--- src/rtl/guess_entry.sv ---
`timescale 1ns/1ps
`default_nettype none
// ============================================================================
// Module   : guess_entry
// Brief    : Keypad entry stage: edits a 2-digit BCD guess from key events
//            and strobes the binary value to the judge on Enter.
// Revision : 1.0 - initial release
// ============================================================================
module guess_entry #(
   parameter logic [8:0] SC_ENTER = 9'h05A,
   parameter logic [8:0] SC_BKSP  = 9'h066,
   parameter logic [8:0] SC_ESC   = 9'h076,
   parameter logic [3:0] BLANK    = 4'hB
) (
   input  logic         clk,
   input  logic         rst,
   input  logic         en,
   input  logic         key_valid,
   input  logic [511:0] key_down,
   input  logic [8:0]   last_change,
   output logic [7:0]   guess_bcd,
   output logic [1:0]   digit_cnt,
   output logic [6:0]   guess_dec,
   output logic         submit,
   output logic         entry_err
);

   localparam logic [7:0] C_EMPTY = {BLANK, BLANK};

   typedef enum logic [1:0] {
      OFF      = 2'd0,
      ENTRY    = 2'd1,
      SUBMIT   = 2'd2,
      WAIT_REL = 2'd3
   } state_t;

   state_t     r_state, w_state_nxt;
   logic [7:0] r_buf, w_buf_nxt;
   logic [1:0] r_cnt, w_cnt_nxt;
   logic [6:0] r_dec, w_dec_nxt;
   logic       r_submit, w_submit_nxt;
   logic       r_err, w_err_nxt;
   logic       w_press;
   logic       w_is_digit;
   logic [3:0] w_digit;
   logic [6:0] w_tens, w_ones;

   assign w_press = key_valid && key_down[last_change];

   always_comb begin
      w_is_digit = 1'b1;
      w_digit    = 4'd0;
      case (last_change)
         9'h070:  w_digit = 4'd0;
         9'h069:  w_digit = 4'd1;
         9'h072:  w_digit = 4'd2;
         9'h07A:  w_digit = 4'd3;
         9'h06B:  w_digit = 4'd4;
         9'h073:  w_digit = 4'd5;
         9'h074:  w_digit = 4'd6;
         9'h06C:  w_digit = 4'd7;
         9'h075:  w_digit = 4'd8;
         9'h07D:  w_digit = 4'd9;
         default: w_is_digit = 1'b0;
      endcase
   end

   always_comb begin
      w_state_nxt  = r_state;
      w_buf_nxt    = r_buf;
      w_cnt_nxt    = r_cnt;
      w_submit_nxt = 1'b0;
      w_err_nxt    = 1'b0;
      if (!en) begin
         // Disable wins over any press arriving in the same cycle
         w_state_nxt = OFF;
         w_buf_nxt   = C_EMPTY;
         w_cnt_nxt   = 2'd0;
      end else begin
         case (r_state)
            OFF: begin
               w_state_nxt = ENTRY;
               w_buf_nxt   = C_EMPTY;
               w_cnt_nxt   = 2'd0;
            end
            ENTRY: begin
               if (w_press) begin
                  if (w_is_digit) begin
                     w_buf_nxt = {r_buf[3:0], w_digit};
                     w_cnt_nxt = (r_cnt == 2'd2) ? 2'd2 : r_cnt + 2'd1;
                  end else if (last_change == SC_BKSP) begin
                     if (r_cnt != 2'd0) begin
                        w_buf_nxt = {BLANK, r_buf[7:4]};
                        w_cnt_nxt = r_cnt - 2'd1;
                     end
                  end else if (last_change == SC_ESC) begin
                     w_buf_nxt = C_EMPTY;
                     w_cnt_nxt = 2'd0;
                  end else if (last_change == SC_ENTER) begin
                     if (r_cnt == 2'd0) begin
                        w_err_nxt = 1'b1;
                     end else begin
                        w_state_nxt  = SUBMIT;
                        w_submit_nxt = 1'b1;
                     end
                  end
               end
            end
            SUBMIT: begin
               w_state_nxt = WAIT_REL;
               w_buf_nxt   = C_EMPTY;
               w_cnt_nxt   = 2'd0;
            end
            WAIT_REL: begin
               // Held Enter keeps repeating; wait for its release before re-arming
               if (!key_down[SC_ENTER]) w_state_nxt = ENTRY;
            end
            default: w_state_nxt = OFF;
         endcase
      end
   end

   assign w_tens    = (w_buf_nxt[7:4] == BLANK) ? 7'd0 : {3'd0, w_buf_nxt[7:4]};
   assign w_ones    = (w_buf_nxt[3:0] == BLANK) ? 7'd0 : {3'd0, w_buf_nxt[3:0]};
   assign w_dec_nxt = w_tens * 7'd10 + w_ones;

   always_ff @(posedge clk or posedge rst) begin
      if (rst) r_state <= OFF;
      else     r_state <= w_state_nxt;
   end

   always_ff @(posedge clk or posedge rst) begin
      if (rst) begin
         r_buf    <= C_EMPTY;
         r_cnt    <= 2'd0;
         r_dec    <= 7'd0;
         r_submit <= 1'b0;
         r_err    <= 1'b0;
      end else begin
         r_buf    <= w_buf_nxt;
         r_cnt    <= w_cnt_nxt;
         r_dec    <= w_dec_nxt;
         r_submit <= w_submit_nxt;
         r_err    <= w_err_nxt;
      end
   end

   assign guess_bcd = r_buf;
   assign digit_cnt = r_cnt;
   assign guess_dec = r_dec;
   assign submit    = r_submit;
   assign entry_err = r_err;

endmodule
`default_nettype wire

--- config.mk ---
export PLATFORM = sky130hd
export DESIGN_NAME = guess_entry
export DESIGN_NICKNAME = d
export VERILOG_FILES = /design/src/rtl/guess_entry.sv
export SDC_FILE = /design/constraint.sdc
export NUM_CORES = 1
export LEC_CHECK = 0
export ABC_AREA = 1
export BUFFER_PORTS_ARGS = -buffer_cell sky130_fd_sc_hd__buf_2
export CAP_MARGIN = 20
export CORE_AREA = 2 2 214 216
export DETAILED_ROUTE_END_ITERATION = 12
export DIE_AREA = 0 0 216 218
export SLEW_MARGIN = 20
export SYNTH_ARGS = -nofsm -noshare
export SYNTH_HDL_FRONTEND = slang
export SYNTH_SLANG_ARGS = --single-unit
export TNS_END_PERCENT = 20
--- constraint.sdc ---
create_clock -name clk -period 7.9 [get_ports clk]
set_input_delay 0.395 -clock clk [delete_from_list [all_inputs] [get_ports clk]]
set_output_delay 0.395 -clock clk [all_outputs]
set_load 0.02 [all_outputs]
==> reports/summary.txt, run 1 <==
status: complete, no violations
largest stage delay on the critical path: 0.70 ns
kind of critical path: input port to register
crit path launch type: input port
top cell type's share of synthesized area: 48.0%
Pint: 0.543 mW
TritonCTS Buffers: 3
DRT iter0 DRCs: 650
setup_tns: 0 ns
core box area: 0.0449 mm^2
DPL Wire Length: 36200 um
final hold vios: 0
Slew headroom: 31.6%
Multi-input gate area: 0.00522 mm^2
share of cells above drive strength 1: 31.9%
Max VDD drop: 0.000108 V
post-synth net total: 1887
area growth from synthesis to layout: 51.3%
largest net degree at the start of global routing: 87
post-layout util: 21.6%
RSZ-0062 raised after global routing: no
Die Ht: 218 um
Tmin final: 5.72 ns
R2R cell count: 25
slowest cell on the critical path: inv_4
R2R setup slack: 3.90 ns
CP max FO: 86
area fraction in and, or, nand and nor cells after synthesis: 63.4%
Seq pwr share: 16.1%
CTS H-Tree Depth: 1
Final setup violation count: 0
PostCTS Resize Cnt: 0
max-cap viol count: 0
R2R Path End: guess_dec[6]
WP data arrival: 5.87 ns
Tcrit/Tclk final: 72.4%
Synth Area in XOR/XNOR: 0.546%
register area: 533 um^2
number of global-route vias before repair: 10500
DRC errors left: 0
Clk pwr share: 9.3%
clock skew after layout: 0.00377 ns
design area: 0.00970 mm^2
commonest non-fill, non-tap cell in the layout: nand2_1
RD Place Congestion: 0.910
post-CTS setup buffer count: 0
via/cell ratio: 4.30
CTS Buffer Depth: 2
power consumption: 1.13 mW
P_leak: 5.68 nW
Layout fillers: 5411
yosys warns: 0
busiest layer in global routing: met2
Area after DPL: 0.00960 mm^2
sw frac: 51.9%
sequential element share of the synthesized area: 8.31%
die area: 0.0471 mm^2
first-pass GRT wire length: 63700 um
unique cell type count in the Yosys netlist: 35
FF+latch count, synth: 21
grt met1 use: 21.6%
worst slew pin tran: 1.03 ns
Rows: 78
total wire length: 44400 um
PortBufs: 543
worst min path class: input port to asynchronous set/reset pin
die width: 216 um
Synth area leader: nand2_1
post-synthesis area per instance: 4.76 um^2
clock slew at reported path FFs: 0.06 ns
first-pass iteration count of the detailed router: 5
root buf cell: clkbuf_16
worst path required time: 8.04 ns
worst-skew pair later-pin latency: 0.25 ns
Pins Over Slew Limit: 0
Worst Setup End Kind: register
# nets final: 2369
mux cell area share after synthesis: 0%
Total GRT Usage: 18.0%
gr ovfl total: 0
Post-DRT Antenna Nets: 0
Post-Synth Adder-Cell Area: 3.16%
via count: 10500
Initial Utilization: 14.3%
PwrDens: 117 mW/mm^2
post-synthesis compound-gate area fraction: 13.8%
Worst R2R Start: digit_cnt[0]
GR Util met2: 32.4%
I/O Pins: 544
commonest non-fill, non-tap cells in the layout: 819 x nand2_1, 543 x buf_2, 72 x nor2_1
Peak Freq: 175 MHz
largest family of logic cells by synthesized area: simple AND/OR/NAND/NOR gates
initial antenna violation count: 10
clk sinks: 21
Worst path most repeated cell: nand2_1
hold_buf cts: 0
net switching power: 0.587 mW
wire per inst: 18.2 um
cell area after technology mapping: 0.00641 mm^2
CTS tree: built
GRT met3 Usage: 2.34%
Syn Inst Count: 1347
Comb pwr share: 74.6%
top cells by area, synth: nand2_1 48%, a22oi_1 7.1%, dfrtp_1 5.9%, nand3_1 5.3%, nor2_1 4.3%
-- power by group through the flow --
stage	Clock [mW]	Sequential (mW)	Combinational [mW]
6_report	0.105	0.182	0.844
5_1_grt	0.112	0.184	0.950
4_1_cts	0.108	0.181	0.849
3_5_place_dp	0	0.182	0.842
3_3_place_gp	0	0.183	0.844
2_1_floorplan	0	0.211	0.471
-- Yosys cell counts (all sizes together) --
master and instances:
nand2 819, nor2 78, nand3 69, buf 65, inv 63, a22oi 61
nand4 42, a21oi 35, o21ai 30, clkbuf 17, dfrtp 15, ha 13
nor3 8, dfstp 6, and2 5, o22ai 4, o2111ai 3, a21boi 2
fa 2, xnor2 2, xor2 2, a21o 1, a221oi 1, a31oi 1
clkinv 1, o21bai 1, o31ai 1
-- how the worst max path moves through the flow --
stage,from,end,slack (ns),depth (start not counted)
after global routing,last_change[1],guess_dec[6],1.61,30
after floorplan,last_change[1],guess_dec[6],3.81,32
after global placement,last_change[0],guess_dec[6],1.97,34
final,last_change[1],guess_dec[6],2.18,30
after detailed placement,last_change[0],guess_dec[6],1.93,31
after CTS,last_change[0],guess_dec[6],2.18,31
-- critical path: cells and delay by family --
| family | cells | cell delay, ns |
|---|---|---|
| compound gates | 2 | 0.47 |
| xor+xnor | 1 | 0.22 |
| buf+inv | 6 | 1.40 |
| fa+ha+maj | 3 | 0.83 |
| simple gates | 18 | 2.42 |
-- through the flow --
step	instances	hold WS, ns	setup WS [ns]
finish	2436	0.280	2.18
global route	2436	0.359	1.61
CTS	2428	0.305	2.18
detailed placement	2424	0.574	1.93
global placement	2424	0.576	1.97
floorplan	1347	0.367	3.81
-- logic make-up (layout without fill, tap and decap cells) --
family / Yosys count / after routing
adder cells (fa/ha/maj): 15 / 15
XOR/XNOR: 4 / 4
AO/OA/AOI/OAI: 140 / 140
flip-flops: 21 / 21
buffers and inverters: 146 / 627
AND/OR/NAND/NOR: 1021 / 1021
other: 0 / 8
-- metal layers --
metal	routed length, um	vias to the layer above
met5	0	-
met2	21500	508
met4	1720	0
li1	-	5259
met1	18400	4645
met3	2750	71
-- flip-flops by register name, indices dropped and copies added (netlist names) --
signal	flops
guess_dec	7
submit	1
digit_cnt	2
guess_bcd	8
entry_err	1
r_state	2
-- layout make-up --
type,instances,share of cell area (%)
Clock inverter,1,0.0516
Inverter,64,2.50
Antenna cell,8,0.206
Multi-Input combinational cell,1180,53.8
Tap cell,600,7.74
Sequential cell,21,5.50
Timing Repair Buffer,559,29.4
Clock buffer,3,0.774
Note: power is estimated with default switching activity, not from simulation.
==> run 2: changes to the inputs <==
--- a/config.mk
+++ b/config.mk
@@ -5,12 +5,12 @@
 export SDC_FILE = /design/constraint.sdc
 export NUM_CORES = 1
 export LEC_CHECK = 0
-export ABC_AREA = 1
+export ABC_AREA = 0
 export BUFFER_PORTS_ARGS = -buffer_cell sky130_fd_sc_hd__buf_2
 export CAP_MARGIN = 20
-export CORE_AREA = 2 2 214 216
+export CORE_AREA = 2 2 210 212
 export DETAILED_ROUTE_END_ITERATION = 12
-export DIE_AREA = 0 0 216 218
+export DIE_AREA = 0 0 212 214
 export SLEW_MARGIN = 20
 export SYNTH_ARGS = -nofsm -noshare
 export SYNTH_HDL_FRONTEND = slang
==> constraint.sdc (replaced) <==
create_clock -name clk -period 5.4 [get_ports clk]
set_input_delay 0.27 -clock clk [delete_from_list [all_inputs] [get_ports clk]]
set_output_delay 0.27 -clock clk [all_outputs]
set_load 0.02 [all_outputs]
==> run 2 against run 1 <==
Sequential power is 28% higher. Hold slack worse by 0.073 ns. Final area decreased by 0.80%. Total power rose by 18%. Final cell count decreased by 32%. Register-to-register slack got worse by 2.7 ns. Routed wire length is 11% lower. Non-clock buffer count grew 27. Utilization increased by 0.83 points. Critical endpoint is now guess_dec[5].
==> reports/summary.txt, run 2 <==
kind of critical path: input port to register
cell area after technology mapping: 0.00618 mm^2
CP max FO: 46
die area: 0.0454 mm^2
core box area: 0.0429 mm^2
max-cap viol count: 0
CTS tree: built
Peak Freq: 196 MHz
Worst path most repeated cell: buf_4
post-synth net total: 1076
crit path launch type: input port
Comb pwr share: 70.7%
Post-DRT Antenna Nets: 0
number of global-route vias before repair: 7993
Die Ht: 214 um
Initial Utilization: 14.4%
via/cell ratio: 4.54
worst min path class: input port to asynchronous set/reset pin
clk sinks: 21
DRC errors left: 0
DPL Wire Length: 35000 um
Largest register FFs: 8
yosys warns: 0
Worst Setup End Kind: register
Final setup violation count: 0
largest net degree at the start of global routing: 47
Pint: 0.774 mW
commonest non-fill, non-tap cells in the layout: 541 x buf_2, 101 x mux4_2, 44 x mux2i_1
worst path required time: 5.53 ns
Slew headroom: 42.3%
hold_ws: 0.207 ns
Rows: 76
DRT iter0 DRCs: 427
number of synthesized flops with an enable pin: 0
Synth Flop Type: dfrtp_1
most frequent cell after synthesis: mux4_2
commonest non-fill, non-tap cell in the layout: buf_2
# nets final: 1610
gr ovfl total: 0
net switching power: 0.557 mW
clock slew at reported path FFs: 0.06 ns
RSZ-0062 raised after global routing: no
via count: 7518
CP Cell Sequence: buf_6 > buf_12 > buf_4 > mux4_2 > a22oi_1 > nand3_1 > o2bb2ai_1 > a2111oi_2 > buf_4 > or3b_1 > buf_4 > mux2_4 > a221oi_2 > inv_1 > a31oi_1 > ha_1 > inv_1 > fa_1 > nor2b_1 > o21ai_0 > xor2_1
worst-skew pair later-pin latency: 0.25 ns
unique cell type count in the Yosys netlist: 81
initial antenna violation count: 12
largest stage delay on the critical path: 0.50 ns
RD Place Congestion: 0.910
status: complete, no violations
ys async rst share: 100%
Pins Over Slew Limit: 0
setup_tns: 0 ns
Clk pwr share: 11.8%
root buf cell: clkbuf_16
CTS H-Tree Depth: 1
share of cells above drive strength 1: 68.0%
Commonest cells post-synth: 101 x mux4_2, 44 x mux2i_1, 29 x a22oi_1, 26 x nor2_1, 25 x nand2_1
first-pass GRT wire length: 55100 um
sw frac: 41.9%
hold_buf cts: 0
PortBufs: 543
top cell type's share of synthesized area: 36.8%
first-pass iteration count of the detailed router: 4
Total GRT Usage: 16.8%
sequential element share of the synthesized area: 8.63%
Tmin final: 5.09 ns
TritonCTS Buffers: 3
area growth from synthesis to layout: 55.7%
Max VDD drop: 0.0000836 V
die width: 212 um
Synth area leader: mux4_2
post-synthesis area per instance: 11.5 um^2
PwrDens: 138 mW/mm^2
CTS Buffer Depth: 2
Seq pwr share: 17.5%
P_leak: 4.48 nW
top cells by area, synth: mux4_2 37%, mux2i_1 7.1%, dfrtp_1 6.1%, mux4_1 5.1%, buf_6 3.6%
clock skew after layout: 0.00147 ns
FF+latch count, synth: 21
worst slew pin tran: 0.864 ns
Tcrit/Tclk final: 94.3%
final hold vios: 0
I/O Pins: 544
total wire length: 39600 um
Syn Inst Count: 536
slowest cell on the critical path: a2111oi_2
wire per inst: 23.9 um
WP data arrival: 5.22 ns
## run 2: worst max-delay path, delay by kind of cell
kind                       cells  cell delay (ns)
muxes                          2             0.63
and+or+nand+nor                3             0.40
buffers and inverters          7             1.42
adders and majority gates      2             0.62
xor gates and xnor gates       1             0.15
AOI/OAI and AO/OA              6             1.63
## run 2: final cells by class
type | count | area [um^2]
Antenna cell | 1 | 2.50
Clock buffer | 3 | 75.1
Clock inverter | 1 | 5.00
Fill cell | 4762 | 33300
Inverter | 23 | 86.3
Multi-Input combinational cell | 435 | 5060
Sequential cell | 21 | 533
Tap cell | 585 | 732
Timing Repair Buffer | 586 | 3130
## run 2: logic make-up (layout without fill, tap and decap cells)
family	Yosys count	count (layout)	synth area share, %
compound gates	140	140	17.5
xor+xnor	5	5	0.709
fa+ha+maj	15	15	3.28
buf+inv	80	613	9.66
flops	21	21	8.63
mux	168	168	51.2
other cells	0	1	0
simple gates	107	107	9.07
## run 2: routing by layer
metal,track usage [%],share of wire (%),up-vias
met5,0,0.20,-
li1,-,-,3342
met1,22.2,43,3743
met3,2.84,6.7,33
met2,29.5,49,388
met4,1.24,0.83,12
## run 2: stage by stage
step	utilization, %	std cells	worst slack, ns	total power, mW	area (um^2)
2_1_floorplan	-	536	0.972	0.764	6180
3_3_place_gp	22.2	1650	-0.102	1.18	9530
3_5_place_dp	22.2	1650	-0.161	1.19	9530
4_1_cts	22.4	1654	0.106	1.35	9610
5_1_grt	22.4	1655	0.0363	1.43	9620
6_report	22.4	1655	0.307	1.33	9620
## run 2: worst paths after layout
check	startpoint	end	slack, ns	cells past startpoint
min reg2reg	digit_cnt[1]	digit_cnt[1]	0.61	2
min	rst	guess_dec[4]	0.21	2
max	last_change[1]	guess_dec[5]	0.31	21
max in group asynchronous	rst	guess_dec[3]	4.66	2
min in group clk	en	r_state[0]	0.40	2
max reg2reg	digit_cnt[0]	guess_dec[6]	1.24	17
## run 2: power groups by stage
stage	sequential [mW]	combinational (mW)	clock [mW]
2_1_floorplan	0.272	0.492	0
3_3_place_gp	0.238	0.942	0
3_5_place_dp	0.237	0.950	0
4_1_cts	0.235	0.954	0.162
5_1_grt	0.238	1.02	0.171
6_report	0.233	0.941	0.157
## run 2: timing repair
action | 4_1_cts | 5_1_grt
endpoints found under the setup margin | 0 | 3
resized for setup | 0 | 2
setup buffers | 0 | 0
==> run 3: changes to the inputs <==
--- a/config.mk
+++ b/config.mk
@@ -11,6 +11,7 @@
 export CORE_AREA = 2 2 210 212
 export DETAILED_ROUTE_END_ITERATION = 12
 export DIE_AREA = 0 0 212 214
+export PLACE_DENSITY = 0.36
 export SLEW_MARGIN = 20
 export SYNTH_ARGS = -nofsm -noshare
 export SYNTH_HDL_FRONTEND = slang
==> constraint.sdc (replaced) <==
create_clock -name clk -period 5.4 [get_ports clk]
set_input_delay 0.27 -clock clk [delete_from_list [all_inputs] [get_ports clk]]
set_output_delay 0.27 -clock clk [all_outputs]
set_load 0.05 [all_outputs]
==> run 3 against run 2 <==
Fmax grew 2.0%. Final cell count rose by 1.5%. Clock power hardly changed. Critical path depth increased by 2. Largest cell class unchanged. Final area rose by 2.3%. Sequential share of layout area fell by 0.13 points. Clock-buffer cell count unchanged. Via count fell by 1.0%. Non-clock buffer count rose by 25. Setup slack improved by 0.10 ns. Highest routed layer unchanged. Largest power group unchanged.
==> reports/summary.txt, run 3 (synthesized netlist as in run 2, its figures left out) <==
worst path required time: 5.53 ns
number of global-route vias before repair: 8335
status: complete, no violations
post-layout util: 23.0%
worst slew pin tran: 0.876 ns
Tmin final: 4.99 ns
die area: 0.0454 mm^2
via count: 7443
CTS Buffer Depth: 2
DPL Wire Length: 34300 um
slowest cell on the critical path: fa_1
Total GRT Usage: 16.5%
Largest register FFs: 8
clock slew at reported path FFs: 0.06 ns
Worst path most repeated cell: buf_4
Worst Setup End Kind: register
Pins Over Slew Limit: 0
area growth from synthesis to layout: 59.4%
via/cell ratio: 4.43
Rows: 76
TritonCTS Buffers: 3
Die Ht: 214 um
I/O Pins: 544
PwrDens: 149 mW/mm^2
crit path launch type: input port
CP max FO: 33
Initial Utilization: 14.4%
WP data arrival: 5.12 ns
Peak Freq: 200 MHz
# nets final: 1635
PortBufs: 543
share of cells above drive strength 1: 68.8%
Max VDD drop: 0.000111 V
max-cap viol count: 0
CTS tree: built
Crit. Startpoint: last_change[1]
Final setup violation count: 0
largest stage delay on the critical path: 0.43 ns
kind of critical path: input port to register
gr ovfl total: 0
total wire length: 38900 um
clk sinks: 21
commonest non-fill, non-tap cells in the layout: 541 x buf_2, 101 x mux4_2, 60 x buf_4
Post-DRT Antenna Nets: 0
core box area: 0.0429 mm^2
first-pass iteration count of the detailed router: 4
largest net degree at the start of global routing: 34
clock skew after layout: 0.00406 ns
first-pass GRT wire length: 55100 um
Worst R2R Start: digit_cnt[0]
setup_tns: 0 ns
commonest non-fill, non-tap cell in the layout: buf_2
initial antenna violation count: 6
post-CTS setup buffer count: 0
Slew headroom: 41.5%
P_leak: 4.61 nW
DRT iter0 DRCs: 367
worst min path class: input port to asynchronous set/reset pin
worst-skew pair later-pin latency: 0.25 ns
CTS H-Tree Depth: 1
CP Cell Sequence: clkbuf_8 > buf_12 > buf_12 > buf_4 > mux4_2 > a22oi_1 > a21oi_1 > nor2_1 > o22ai_1 > a2111oi_1 > buf_4 > or3b_1 > buf_4 > mux2_4 > a221oi_2 > inv_1 > a31oi_1 > ha_1 > inv_1 > fa_1 > nor2b_1 > o21ai_0 > xor2_1
root buf cell: clkbuf_16
wire per inst: 23.1 um
RD Place Congestion: 0.878
final hold vios: 0
die width: 212 um
Tcrit/Tclk final: 92.4%
RSZ-0062 raised after global routing: no
DRC errors left: 0
==> run 3: cell types whose count changed in the layout (fill, tap and decap cells not counted), sizes merged <==
cell | previous run | this run
clkbuf | 3 | 4
buf | 586 | 610
==> run 3: repair_timing <==
item                       in CTS  in global routing
gates resized for setup         0                  5
setup endpoints to repair       0                  2
hold buffers                    0                  0
==> run 3: final cells by class <==
cell class,instances,area (um^2)
fill,4760,33000
multi-input combinational,435,5060
timing repair buffer,611,3350
tap,585,732
sequential,21,533
inverter,23,86.3
clock buffer,3,75.1
clock inverter,1,5.00
antenna,1,2.50
==> run 3: final timing paths <==
path	endpoint	slack [ns]	depth (start not counted)
worst max-delay path	guess_dec[5]	0.41	23
worst min-delay path	guess_dec[6]	0.19	2
min in group clk	r_state[0]	0.39	3
max in group asynchronous	r_state[0]	4.67	2
worst min register to register	digit_cnt[1]	0.61	2
worst max register to register	guess_dec[6]	1.18	17
==> run 3: metal layers <==
metal  part of all wire (%)  vias up  global-route usage, %  wire (um)
met4                   0.42        4                   1.15        163
met3                    7.1       16                   3.21       2750
met1                     42     3689                   21.2      16400
met2                     50      344                   29.5      19500
li1                       -     3390                      -          -
met5                  0.082        -                      0         32
==> run 3: critical path, delay by kind of cell <==
family / cells / cell delay (ns)
xor gates and xnor gates: 1 / 0.15
AOI/OAI and AO/OA: 7 / 1.43
adders and majority gates: 2 / 0.61
buffers and inverters: 8 / 1.45
and+or+nand+nor: 3 / 0.54
muxes: 2 / 0.63
==> run 3: per-stage QoR <==
stage	std cells	setup slack [ns]	area, um^2	total power [mW]	hold WS (ns)
finish	1680	0.409	9850	1.47	0.194
global route	1680	0.0150	9850	1.58	0.279
CTS	1679	0.264	9820	1.49	0.231
detailed placement	1675	-0.0243	9740	1.32	0.505
global placement	1675	-0.0193	9740	1.33	0.510
floorplan	536	0.931	6180	0.845	0.242
==> run 3: power breakdown <==
part / switching (mW) / leakage, nW / total [mW] / internal, mW
logic: 0.550 / 4.30 / 1.07 / 0.521
clock network: 0.0606 / 0.0409 / 0.160 / 0.0995
registers: 0.0286 / 0.261 / 0.233 / 0.205
